[config.mk]
export PLATFORM = sky130hd
export DESIGN_NAME = lane_result_tracker
export DESIGN_NICKNAME = d
export VERILOG_FILES = /design/src/rtl/lane_pkg.sv /design/src/rtl/lane_ema_filter.sv /design/src/rtl/lane_result_tracker.sv
export SDC_FILE = /design/constraint.sdc
export NUM_CORES = 1
export LEC_CHECK = 0
export CORE_MARGIN = 2
export CORE_UTILIZATION = 55
export DETAILED_ROUTE_END_ITERATION = 8
export PLACE_DENSITY_LB_ADDON = 0.08
export SLEW_MARGIN = 20
export SYNTH_ARGS = -nofsm -noshare
export SYNTH_HDL_FRONTEND = slang
export SYNTH_SLANG_ARGS = --single-unit
[constraint.sdc]
create_clock -name clk -period 5.07 [get_ports clk]
set_clock_uncertainty 0.1 [all_clocks]
set_input_delay 0.507 -clock clk [delete_from_list [all_inputs] [get_ports clk]]
set_output_delay 0.507 -clock clk [all_outputs]
set_load 0.05 [all_outputs]
[src/rtl/lane_pkg.sv]
// Shared types and constants for the lane result tracker: fixed-point filter
// state, tracker FSM encoding and the steering message layout.
package lane_pkg;

    localparam int POS_W     = 8;
    localparam int FRAC_BITS = 4;
    localparam int NUM_POS   = 30;
    localparam int FILT_W    = 10;

    // Unsigned filter state: position * 16 (4 fractional bits).
    typedef logic [FILT_W-1:0] filt_t;

    typedef enum logic [1:0] {
        S_IDLE    = 2'd0,
        S_FILTER  = 2'd1,
        S_PRESENT = 2'd2
    } tracker_state_t;

    typedef struct packed {
        logic [POS_W-1:0] error;
        logic [POS_W-1:0] pos;
        logic             sample_ok;
        logic             lane_lost;
    } steer_msg_t;

    function automatic logic sample_accept(
        input logic [POS_W-1:0] pos,
        input logic [POS_W-1:0] conf,
        input logic [POS_W-1:0] conf_min,
        input logic [POS_W-1:0] max_pos
    );
        return (conf >= conf_min) && (pos <= max_pos);
    endfunction

endpackage

[src/rtl/lane_ema_filter.sv]
// Combinational EMA step on the fixed-point lane position, plus rounding of
// the new value back to an integer position clamped to MAX_POS.
module lane_ema_filter
    import lane_pkg::*;
#(
    parameter int ALPHA_SHIFT = 2,
    parameter int MAX_POS     = 29
) (
    input  filt_t            filt_q,
    input  logic [POS_W-1:0] sample,
    input  logic             init,
    output filt_t            filt_next,
    output logic [POS_W-1:0] filt_int
);

    filt_t              sample_fx;
    logic signed [10:0] delta;
    logic signed [10:0] step;
    logic signed [10:0] sum;
    logic        [10:0] rnd;
    logic        [6:0]  rint;

    // sample and filt_q both stay below 1024, so an 11-bit signed delta is exact;
    // the arithmetic shift floors toward -inf.
    always_comb begin
        sample_fx = FILT_W'({sample, 4'b0});
        delta     = $signed({1'b0, sample_fx}) - $signed({1'b0, filt_q});
        step      = delta >>> ALPHA_SHIFT;
        sum       = $signed({1'b0, filt_q}) + step;
        filt_next = init ? sample_fx : FILT_W'(sum);
        rnd       = {1'b0, filt_next} + 11'd8;
        rint      = 7'(rnd >> FRAC_BITS);
        filt_int  = ({1'b0, rint} > POS_W'(MAX_POS)) ? POS_W'(MAX_POS) : {1'b0, rint};
    end

endmodule

[src/rtl/lane_result_tracker.sv]
// Qualifies per-row lane results, smooths them with an EMA, tracks lane loss
// and presents a steering message to the downstream stage.
module lane_result_tracker
    import lane_pkg::*;
#(
    parameter int CONF_MIN    = 16,
    parameter int ALPHA_SHIFT = 2,
    parameter int LOST_LIMIT  = 3,
    parameter int CENTER_REF  = 14,
    parameter int MAX_POS     = 29
) (
    input  logic             clk,
    input  logic             rst_n,
    input  logic             result_valid,
    input  logic [POS_W-1:0] center_pos,
    input  logic [POS_W-1:0] confidence,
    output logic             steer_valid,
    input  logic             steer_ready,
    output logic [POS_W-1:0] steer_error,
    output logic [POS_W-1:0] filt_pos,
    output logic             sample_ok,
    output logic             lane_lost,
    output logic [7:0]       overrun_cnt,
    output logic             busy,
    output tracker_state_t   state_dbg
);

    // Handshake: the message is held stable from steer_valid rising until the
    // cycle where steer_valid && steer_ready; that cycle completes the transfer.
    // steer_ready with steer_valid low has no effect.

    tracker_state_t   state_q;
    logic [POS_W-1:0] pos_q;
    logic [POS_W-1:0] conf_q;
    filt_t            filt_q;
    logic [7:0]       miss_cnt_q;
    logic             init_needed_q;
    logic             steer_valid_q;
    logic [7:0]       overrun_q;
    steer_msg_t       msg_q;

    filt_t            filt_next;
    logic [POS_W-1:0] filt_int;
    logic             accept;
    logic [7:0]       miss_next;

    lane_ema_filter #(
        .ALPHA_SHIFT (ALPHA_SHIFT),
        .MAX_POS     (MAX_POS)
    ) u_ema (
        .filt_q    (filt_q),
        .sample    (pos_q),
        .init      (init_needed_q),
        .filt_next (filt_next),
        .filt_int  (filt_int)
    );

    always_comb begin
        accept    = sample_accept(pos_q, conf_q, POS_W'(CONF_MIN), POS_W'(MAX_POS));
        miss_next = (miss_cnt_q >= 8'(LOST_LIMIT)) ? 8'(LOST_LIMIT) : miss_cnt_q + 8'd1;
    end

    always_ff @(posedge clk or negedge rst_n) begin
        if (!rst_n) begin
            state_q       <= S_IDLE;
            pos_q         <= '0;
            conf_q        <= '0;
            filt_q        <= '0;
            miss_cnt_q    <= '0;
            init_needed_q <= 1'b1;
            steer_valid_q <= 1'b0;
            overrun_q     <= '0;
            msg_q         <= '0;
        end else begin
            if (result_valid && state_q != S_IDLE && overrun_q != 8'hFF)
                overrun_q <= overrun_q + 8'd1;

            case (state_q)
                S_IDLE: begin
                    if (result_valid) begin
                        pos_q   <= center_pos;
                        conf_q  <= confidence;
                        state_q <= S_FILTER;
                    end
                end
                S_FILTER: begin
                    if (accept) begin
                        filt_q          <= filt_next;
                        init_needed_q   <= 1'b0;
                        miss_cnt_q      <= '0;
                        msg_q.pos       <= filt_int;
                        msg_q.error     <= filt_int - POS_W'(CENTER_REF);
                        msg_q.sample_ok <= 1'b1;
                        msg_q.lane_lost <= 1'b0;
                    end else begin
                        miss_cnt_q      <= miss_next;
                        msg_q.sample_ok <= 1'b0;
                        if (miss_next == 8'(LOST_LIMIT)) begin
                            init_needed_q   <= 1'b1;
                            msg_q.lane_lost <= 1'b1;
                            msg_q.pos       <= '0;
                            msg_q.error     <= '0;
                        end else begin
                            // msg_q.pos still holds the last accepted position (0 after reset).
                            msg_q.lane_lost <= 1'b0;
                            msg_q.error     <= msg_q.pos - POS_W'(CENTER_REF);
                        end
                    end
                    steer_valid_q <= 1'b1;
                    state_q       <= S_PRESENT;
                end
                S_PRESENT: begin
                    if (steer_ready) begin
                        steer_valid_q <= 1'b0;
                        state_q       <= S_IDLE;
                    end
                end
                default: state_q <= S_IDLE;
            endcase
        end
    end

    assign steer_valid = steer_valid_q;
    assign steer_error = msg_q.error;
    assign filt_pos    = msg_q.pos;
    assign sample_ok   = msg_q.sample_ok;
    assign lane_lost   = msg_q.lane_lost;
    assign overrun_cnt = overrun_q;
    assign busy        = (state_q != S_IDLE);
    assign state_dbg   = state_q;

endmodule

Yosys cells after proc, flatten, opt, wreduce, memory -nomap -nowiden
Cells that the tools add are included.
{ "op_classes": {"n_lt_le_gt_ge": 4, "eq_ne": 6, "reduce_logical": 12, "muxes": 15, "add_sub_neg": 7} }
{ "ops": {"columns": ["operator", "count"], "rows": [
  ["$mux 8", 4],
  ["$mux 18", 1],
  ["$add 8x1->8 const B", 2],
  ["$sub 8x4->8 const B", 2],
  ["$add 10x4->11 const B", 1],
  ["$sub 10x10->11", 1],
  ["$add 10x9->10", 1],
  ["$mux 10", 1],
  ["$reduce_and 2->1", 5],
  ["$eq 8x2->1 const B", 1],
  ["$ge 8x2->1 const B", 1],
  ["$ge 8x5->1 const B", 1],
  ["$le 8x5->1 const B", 1],
  ["$ne 8x8->1 const B", 1],
  ["$gt 7x5->1 const B", 1],
  ["$mux 7", 1],
  ["$pmux 2 s3", 1],
  ["$reduce_bool 2->1", 3],
  ["$mux 1", 4],
  ["$mux 2", 2],
  ["$ne 2x2->1 const B", 2],
  ["$logic_and 1x1->1", 3],
  ["$eq 2x1->1 const B", 1],
  ["$eq 2x2->1 const B", 1],
  ["other kinds (2)", 2]
]} }
{ "totals": {"register_bits": 64, "in_bits": 20, "elab_cells": 56, "output_inout_bits": 30} }

Longest topological paths before layout
Gate-level depths: netlist of the first run.
{ "depth": {"word_depth": 8, "ltp_mapped": 21, "depth_no_buf": 20} }

Hierarchy
A second synthesis of the first run with hierarchy kept.
{ "hier_totals": {"cells_unflattened": 391, "area_unflattened_um2": 3802.4} }
{ "by_module_without_submodules": {"columns": ["module", "area_each_um2", "n_inst", "seq_area_each_um2", "cells_each"], "rows": [
  ["lane_result_tracker", 2710.1, 1, 1502.7, 239],
  ["lane_ema_filter", 1092.3, 1, 0.0, 152]
]} }

Worst setup path before layout of the first run
OpenSTA, ideal clock, no wires.
{ "synth_path": {"path_kind": "register to register", "start": "register pos_q[1]", "end": "register msg_q (netlist bit steer_error[2])", "path_stages_with_launch": 20, "setup_ns": 0.126, "t_required_ns": 4.844, "slack_ns": 0.389, "path_buffers": 1, "period_less_slack_ns": 4.681, "arrival_time_ns": 4.455, "cell_sequence": "dfrtp_1 ha_1 and3_1 o2bb2ai_1 o21a_1 nor2_1 xnor2_1 ha_1 nand3_1 a211oi_4 mux2i_1 or4b_1 buf_2 nor4bb_1 o311a_1 a2111oi_2 inv_1 ha_1 a221oi_1 nor2_1"} }
{ "synth_between": {"elab_chain_len": 8, "word_cells_on_any_way": 10, "classes_between": "4 x add/sub; 2 x order compare; 3 x mux; 1 x reduce/logical"} }
{ "synth_rtl": {"columns": ["item", "line", "rtl"], "rows": [
  ["from (decl)", "lane_result_tracker.sv:33", "logic [POS_W-1:0] pos_q;"],
  ["from (signal assigned)", "lane_result_tracker.sv:81", "pos_q <= center_pos;"],
  ["$sub 10x10->11", "lane_ema_filter.sv:27", "delta = $signed({1'b0, sample_fx}) - $signed({1'b0, filt_q});"],
  ["$add 10x9->10", "lane_ema_filter.sv:29", "sum = $signed({1'b0, filt_q}) + step;"],
  ["$mux 10", "lane_ema_filter.sv:30", "filt_next = init ? sample_fx : FILT_W'(sum);"],
  ["$add 10x4->11", "lane_ema_filter.sv:31", "rnd = {1'b0, filt_next} + 11'd8;"],
  ["$gt 7x5->1", "lane_ema_filter.sv:33", "filt_int = ({1'b0, rint} > POS_W'(MAX_POS)) ? POS_W'(MAX_POS) : {1'b0, rint};"],
  ["$mux 7", "lane_ema_filter.sv:33", null],
  ["$sub 8x4->8", "lane_result_tracker.sv:92", "msg_q.error <= filt_int - POS_W'(CENTER_REF);"],
  ["$mux 18 (*)", "lane_result_tracker.sv:87", "if (accept) begin"],
  ["to (decl)", "lane_result_tracker.sv:40", "steer_msg_t msg_q;"]
]} }
Every way passes the cells marked *; elsewhere a longest branch is shown, timed or not.
A chain may end at the register's enable or synchronous reset.

Worst setup path in the final report of the first run
{ "layout_path": {"start": "register filt_q[1]", "end": "register msg_q (netlist bit steer_error[2])"} }
{ "layout_between": {"elab_chain_len": 8} }
{ "layout_rtl": {"columns": ["item", "line", "rtl"], "rows": [
  ["from (decl)", "lane_result_tracker.sv:35", "filt_t filt_q;"],
  ["from (signal assigned)", "lane_result_tracker.sv:88", "filt_q <= filt_next;"],
  ["$sub 10x10->11", "lane_ema_filter.sv:27", null],
  ["$add 10x9->10 (*)", "lane_ema_filter.sv:29", null],
  ["$mux 10 (*)", "lane_ema_filter.sv:30", null],
  ["via filt_next[3]", "lane_result_tracker.sv:42", "filt_t filt_next;"],
  ["$add 10x4->11 (*)", "lane_ema_filter.sv:31", null],
  ["$gt 7x5->1", "lane_ema_filter.sv:33", null],
  ["$mux 7 (*)", "lane_ema_filter.sv:33", null],
  ["$sub 8x4->8 (*)", "lane_result_tracker.sv:92", null],
  ["$mux 18 (*)", "lane_result_tracker.sv:87", null]
]} }
Mark *: on every way through the listed nets, which the timed path passes. The rest lies on a longest branch.

==> results.sh, run 1 <==
export IMPL_status="complete, no violations"
export IMPL_slew_violations=0
export IMPL_grt_first_pass_wirelength_um=15100
export IMPL_antenna_cells=0
export IMPL_syn_area_mm2=0.00372
export IMPL_setup_violations=0
export IMPL_htree_levels=3
export IMPL_post_synth_top_area_cell="dfrtp_1"
export IMPL_met1_length_um=4070
export IMPL_cp_start_kind="register"
export IMPL_cts_root_buf="clkbuf_8"
export IMPL_dr_wl_met2_um=4310
export IMPL_rsz0062_at_grt="true"
export IMPL_fmax_mhz=205
export IMPL_ys_seq_area_share_pct=39.7
export IMPL_yosys_top_cells_area="dfrtp_1, ha_1, mux2_2, nand2_1, a21oi_1"
export IMPL_dieArea_mm2=0.00744
export IMPL_clock_sinks=59
export IMPL_yosysTopAreaCellShare_pct=39.0
export IMPL_pre_cts_ws_ps=178
export IMPL_crit_path_end_kind="register"
export IMPL_fp_row_count=29
export IMPL_antenna_left=0
export IMPL_nNetsFinal=489
export IMPL_post_dp_hpwl_um=6440
export IMPL_crit_required_ps=5200
export IMPL_ys_types=73
export IMPL_synth_edf_count=0
export IMPL_synth_most_common_cell="dfrtp_1"
export IMPL_path_common_cell="ha_1"
export IMPL_worstSetupStartpoint="filt_q[1]$_DFFE_PN0P_"
export IMPL_grt_overflow=0
export IMPL_path_cells="nor4_2, buf_4, xor2_1, ha_1, and4b_1, or3_1, and3_1, ha_1, nand4_1, o31ai_1, buf_4, and3_1, o22a_1, a2111oi_2, inv_1, ha_1, a221oi_1, nor2_1"
export IMPL_finalCritPeriodShare_pct=96.1
export IMPL_die_x_um=86.2
export IMPL_dr_wl_met3_um=546
export IMPL_drt_pass1_iter_count=4
export IMPL_grt_pass1_vias=3160
export IMPL_antenna_found_initial=0
export IMPL_r2r_slack_ps=200
export IMPL_grtUsageTotal_pct=26.0
export IMPL_drc=0
export IMPL_cp_top_family="simple AND/OR/NAND/NOR gates"
export IMPL_clock_latency_ps=350
export IMPL_viasPerCell=6.08
export IMPL_slowest_delay_ps=440
export IMPL_worst_slew_pin_slew_ps=1030
export IMPL_vias=3218
export IMPL_worst_slack_ps=195
export IMPL_synthesis_nets=427
export IMPL_core_mm2=0.00646
export IMPL_grt_max_degree=60
export IMPL_critPathSlowestCell="nor4_2"
export IMPL_synthCells=385
export IMPL_dr_max_layer_used="met4"
export IMPL_timing_rr_end="steer_error[2]$_DFFE_PN0P_"
export IMPL_cts_hold_buf=0
export IMPL_hold_path_class="primary input to async pin"
export IMPL_synthTopCellsByCount="dfrtp_1, nand2_1, a21oi_1, ha_1, inv_1"
export IMPL_path_buf_inv=3
export IMPL_min_period_ps=4870
export IMPL_synth_ff_type="dfrtp_1"
export IMPL_critPathCapture="steer_error[2]$_DFFE_PN0P_"
export IMPL_timing_max_cap_violations=0
export IMPL_portBuffers=44
export IMPL_cts_buffers=9
export IMPL_avgSynthCellArea_um2=9.66
export IMPL_areaGrowthSynthToFinish_pct=24.0
export IMPL_slew_headroom_pct=31.2
export IMPL_clk_pin_slew_ps=70
export IMPL_clockBufferDepth=2
export IMPL_yosys_warnings=0
export IMPL_cts_tree="built"
export IMPL_reg2reg_depth=18
export IMPL_worst_setup_path_type="register to register"
export IMPL_place_congestion=0.867
export IMPL_worst_path_max_fanout=6
export IMPL_drt_iter0_drc=211
export IMPL_yosys_register_bits=59
export IMPL_start_util_pct=57.6
export IMPL_worst_ep_arrival_time_ps=5010
export IMPL_wire_per_inst_um=17.3
export IMPL_drt_total_wl_um=9140
export IMPL_timing_rr_start="filt_q[1]$_DFFE_PN0P_"
export IMPL_ys_async_sr_fraction_pct=100
export IMPL_io_pins=50
export IMPL_die_h_um=86.2
export IMPL_hold_viol=0
export IMPL_path_depth=18
export IMPL_final_layout_size_suffix_gt1_share_pct=15.7
==> how the worst min path moves through the flow <==
stage	depth (start not counted)	slack (ps)	startpoint	endpoint
floorplan	0	110	rst_n	conf_q[4]$_DFFE_PN0P_
global placement	2	360	sample_ok$_DFFE_PN0P_	sample_ok$_DFFE_PN0P_
detailed placement	1	370	miss_cnt_q[3]$_DFFE_PN0P_	miss_cnt_q[3]$_DFFE_PN0P_
CTS	2	230	rst_n	state_dbg[0]$_DFFE_PN0P_
global route	2	280	rst_n	overrun_cnt[2]$_DFFE_PN0P_
finish	2	200	rst_n	overrun_cnt[2]$_DFFE_PN0P_
==> registers in the layout, summed over array words and instances (netlist names), 2 cells and up <==
signal and flops:
overrun_cnt 8, pos_q 8, filt_q 10, miss_cnt_q 8, state_dbg 2, filt_pos 7, conf_q 4, steer_error 8
==> cell families (layout without fill, tap and decap cells) <==
| logic type | after synthesis | in the layout | share of synthesized area (%) |
|---|---|---|---|
| other | 1 | 1 | 0.101 |
| buffers and inverters | 30 | 97 | 3.16 |
| muxes | 18 | 18 | 5.35 |
| and+or+nand+nor | 142 | 142 | 21.5 |
| AOI/OAI and AO/OA | 93 | 93 | 17.9 |
| adders and majority gates | 22 | 22 | 7.60 |
| xor gates and xnor gates | 20 | 20 | 4.71 |
| DFF | 59 | 59 | 39.7 |
==> cells in the final DEF (no fill, tap or decap), types with 4 or more instances in the layout <==
cell type         n
buf_4            18
a21o_1            8
inv_1            19
o31ai_1           4
nand3_1          14
o21ai_0          14
dfrtp_1          58
nor3_1            9
xor2_1            8
nand4_1           6
clkdlybuf4s50_1  43
xnor2_1          12
o21ai_1           7
a21oi_1          21
and3_1           10
nand2_1          35
ha_1             21
clkbuf_8          9
or3_1             4
and2_1            8
nand2b_1          5
nor4_1            5
nor2_1           18
mux2_2           14
==> per-layer routing <==
layer  up-vias  track usage, %
met5         -               0
met2        95            40.0
met4         0            11.8
met1      1556            35.1
met3        22            6.38
li1       1545               -
==> layout make-up <==
| class | count | area [um^2] |
|---|---|---|
| multi-input combinational | 296 | 2170 |
| sequential | 59 | 1480 |
| clock inverter | 7 | 101 |
| clock buffer | 9 | 124 |
| tap | 77 | 96.3 |
| timing repair buffer | 62 | 571 |
| inverter | 19 | 71.3 |
| fill | 514 | 1850 |
==> metrics by stage <==
stage / TNS, ps / utilization [%] / cells / hold slack (ps) / instance area (um^2)
3_5_place_dp: 0 / 67.1 / 512 / 371 / 4330
5_1_grt: -10.4 / 71.4 / 529 / 277 / 4610
2_1_floorplan: 0 / - / 385 / 111 / 3720
4_1_cts: 0 / 70.6 / 528 / 229 / 4560
3_3_place_gp: 0 / 67.1 / 512 / 362 / 4330
6_report: 0 / 71.4 / 529 / 196 / 4610
==> what timing repair did <==
action | in CTS | in global routing
setup buffers | 0 | 1
setup endpoints to repair | 0 | 4
resized for setup | 0 | 8
Power of run 1 is not shown: default switching activity piles up to over one toggle a cycle in this logic, so the estimate is an artifact.
==> inputs of run 2 (changes only) <==
- CAP_MARGIN: unset -> 30
==> results.sh, run 2 (synthesis gave the netlist of run 1 again) <==
export IMPL_status="complete, no violations"
export IMPL_cts_hold_buf=0
export IMPL_final_cell_mix="dfrtp_1, clkdlybuf4s50_1, nand2_1, a21oi_1, ha_1"
export IMPL_grt_overflow=0
export IMPL_antenna_cells=0
export IMPL_final_layout_size_suffix_gt1_share_pct=15.9
export IMPL_final_common_cell="dfrtp_1"
export IMPL_core_mm2=0.00646
export IMPL_grtUsageTotal_pct=26.0
export IMPL_worstSetupStartpoint="pos_q[0]$_DFFE_PN0P_"
export IMPL_clock_sinks=59
export IMPL_path_common_cell="ha_1"
export IMPL_antenna_left=0
export IMPL_cts_buffers=9
export IMPL_timing_max_cap_violations=0
export IMPL_reg2reg_depth=18
export IMPL_slew_headroom_pct=45.6
export IMPL_drt_pass1_iter_count=4
export IMPL_clock_latency_ps=350
export IMPL_post_dp_hpwl_um=6440
export IMPL_drt_total_wl_um=9150
export IMPL_grt_first_pass_wirelength_um=15100
export IMPL_start_util_pct=57.6
export IMPL_worst_ep_arrival_time_ps=5000
export IMPL_regMostFlops="filt_q"
export IMPL_worst_slew_pin_slew_ps=815
export IMPL_place_area_mm2=0.00433
export IMPL_cp_start_kind="register"
export IMPL_finish_instance_area_mm2=0.00462
export IMPL_portBuffers=44
export IMPL_timing_rr_end="steer_error[2]$_DFFE_PN0P_"
export IMPL_grt_pass1_vias=3160
export IMPL_slowest_delay_ps=590
export IMPL_cts_root_buf="clkbuf_8"
export IMPL_hold_path_class="primary input to async pin"
export IMPL_finalCritPeriodShare_pct=95.9
export IMPL_r2r_slack_ps=210
export IMPL_largest_reg_flops=10
export IMPL_worst_path_max_fanout=4
export IMPL_fmax_mhz=206
export IMPL_fp_row_count=29
export IMPL_crit_required_ps=5200
export IMPL_viasPerCell=6.10
export IMPL_place_congestion=0.867
export IMPL_dieArea_mm2=0.00744
export IMPL_wire_per_inst_um=17.3
export IMPL_htree_levels=3
export IMPL_hold_viol=0
export IMPL_grt_max_degree=60
export IMPL_worst_setup_path_type="register to register"
export IMPL_min_period_ps=4860
export IMPL_clk_pin_slew_ps=70
export IMPL_areaGrowthSynthToFinish_pct=24.2
export IMPL_critPathSlowestCell="or4b_4"
export IMPL_pre_cts_ws_ps=178
export IMPL_drt_iter0_drc=232
export IMPL_rsz0062_at_grt="true"
export IMPL_antenna_found_initial=0
export IMPL_path_cells="ha_1, and3_1, o2bb2ai_1, o21a_1, nor2_1, xnor2_1, ha_1, nand3_1, a211oi_4, mux2i_1, or4b_4, nor4bb_2, o311a_1, a2111oi_2, inv_1, ha_1, a221oi_1, nor2_1"
export IMPL_worst_slack_ps=205
export IMPL_slew_violations=0
export IMPL_crit_path_end_kind="register"
export IMPL_drc=0
export IMPL_timing_rr_start="pos_q[0]$_DFFE_PN0P_"
export IMPL_path_buf_inv=1
export IMPL_setup_violations=0
export IMPL_cp_top_family="compound AO/OA/AOI/OAI gates"
export IMPL_io_pins=50
export IMPL_die_h_um=86.2
export IMPL_vias=3232
export IMPL_clockBufferDepth=2
export IMPL_die_x_um=86.2
export IMPL_nNetsFinal=490
export IMPL_cts_tree="built"
[run 2: how the worst max path moves through the flow]
| stage | to | slack, ps | depth (start not counted) |
|---|---|---|---|
| global route | steer_error[3]$_DFFE_PN0P_ | -9 | 17 |
| finish | steer_error[2]$_DFFE_PN0P_ | 210 | 18 |
| detailed placement | steer_error[2]$_DFFE_PN0P_ | 180 | 18 |
| global placement | steer_error[2]$_DFFE_PN0P_ | 270 | 18 |
| CTS | steer_error[2]$_DFFE_PN0P_ | 160 | 18 |
| floorplan | steer_error[2]$_DFFE_PN0P_ | 390 | 19 |
[run 2: final cells by class]
class | count | area [um^2]
clock buffer | 9 | 124
clock inverter | 7 | 101
fill | 512 | 1840
inverter | 19 | 71.3
multi-input combinational | 296 | 2170
sequential | 59 | 1480
tap | 77 | 96.3
timing repair buffer | 63 | 578
[run 2: through the flow]
step,hold slack [ps],cells,setup TNS (ps),util (%)
2_1_floorplan,111,385,0,-
3_3_place_gp,362,512,0,67.1
3_5_place_dp,371,512,0,67.1
4_1_cts,229,528,0,70.6
6_report,200,530,0,71.5
5_1_grt,277,530,-10.4,71.5
[run 2: worst reg2reg max path, delay by kind of cell, from the launching register on]
kind                       cells  cell delay [ps]
buffers and inverters          1               90
muxes                          1              140
and+or+nand+nor                6             1380
AOI/OAI and AO/OA              6             1580
DFF                            1              410
xor gates and xnor gates       1               80
adders and majority gates      3              980
[run 2: repair_timing]
action                                  4_1_cts  5_1_grt
endpoints found under the setup margin        0        4
endpoints found under the hold margin         0        0
buffers inserted                              0        1
gates resized for setup                       0        8
[run 2: per-layer routing]
metal	up-vias	global-route usage, %	wire length, um
li1	1549	-	-
met1	1528	35.1	4000
met2	125	40.0	4210
met3	30	6.38	665
met4	0	11.8	273
met5	-	0	0
Power of run 2 is left out for the same reason.
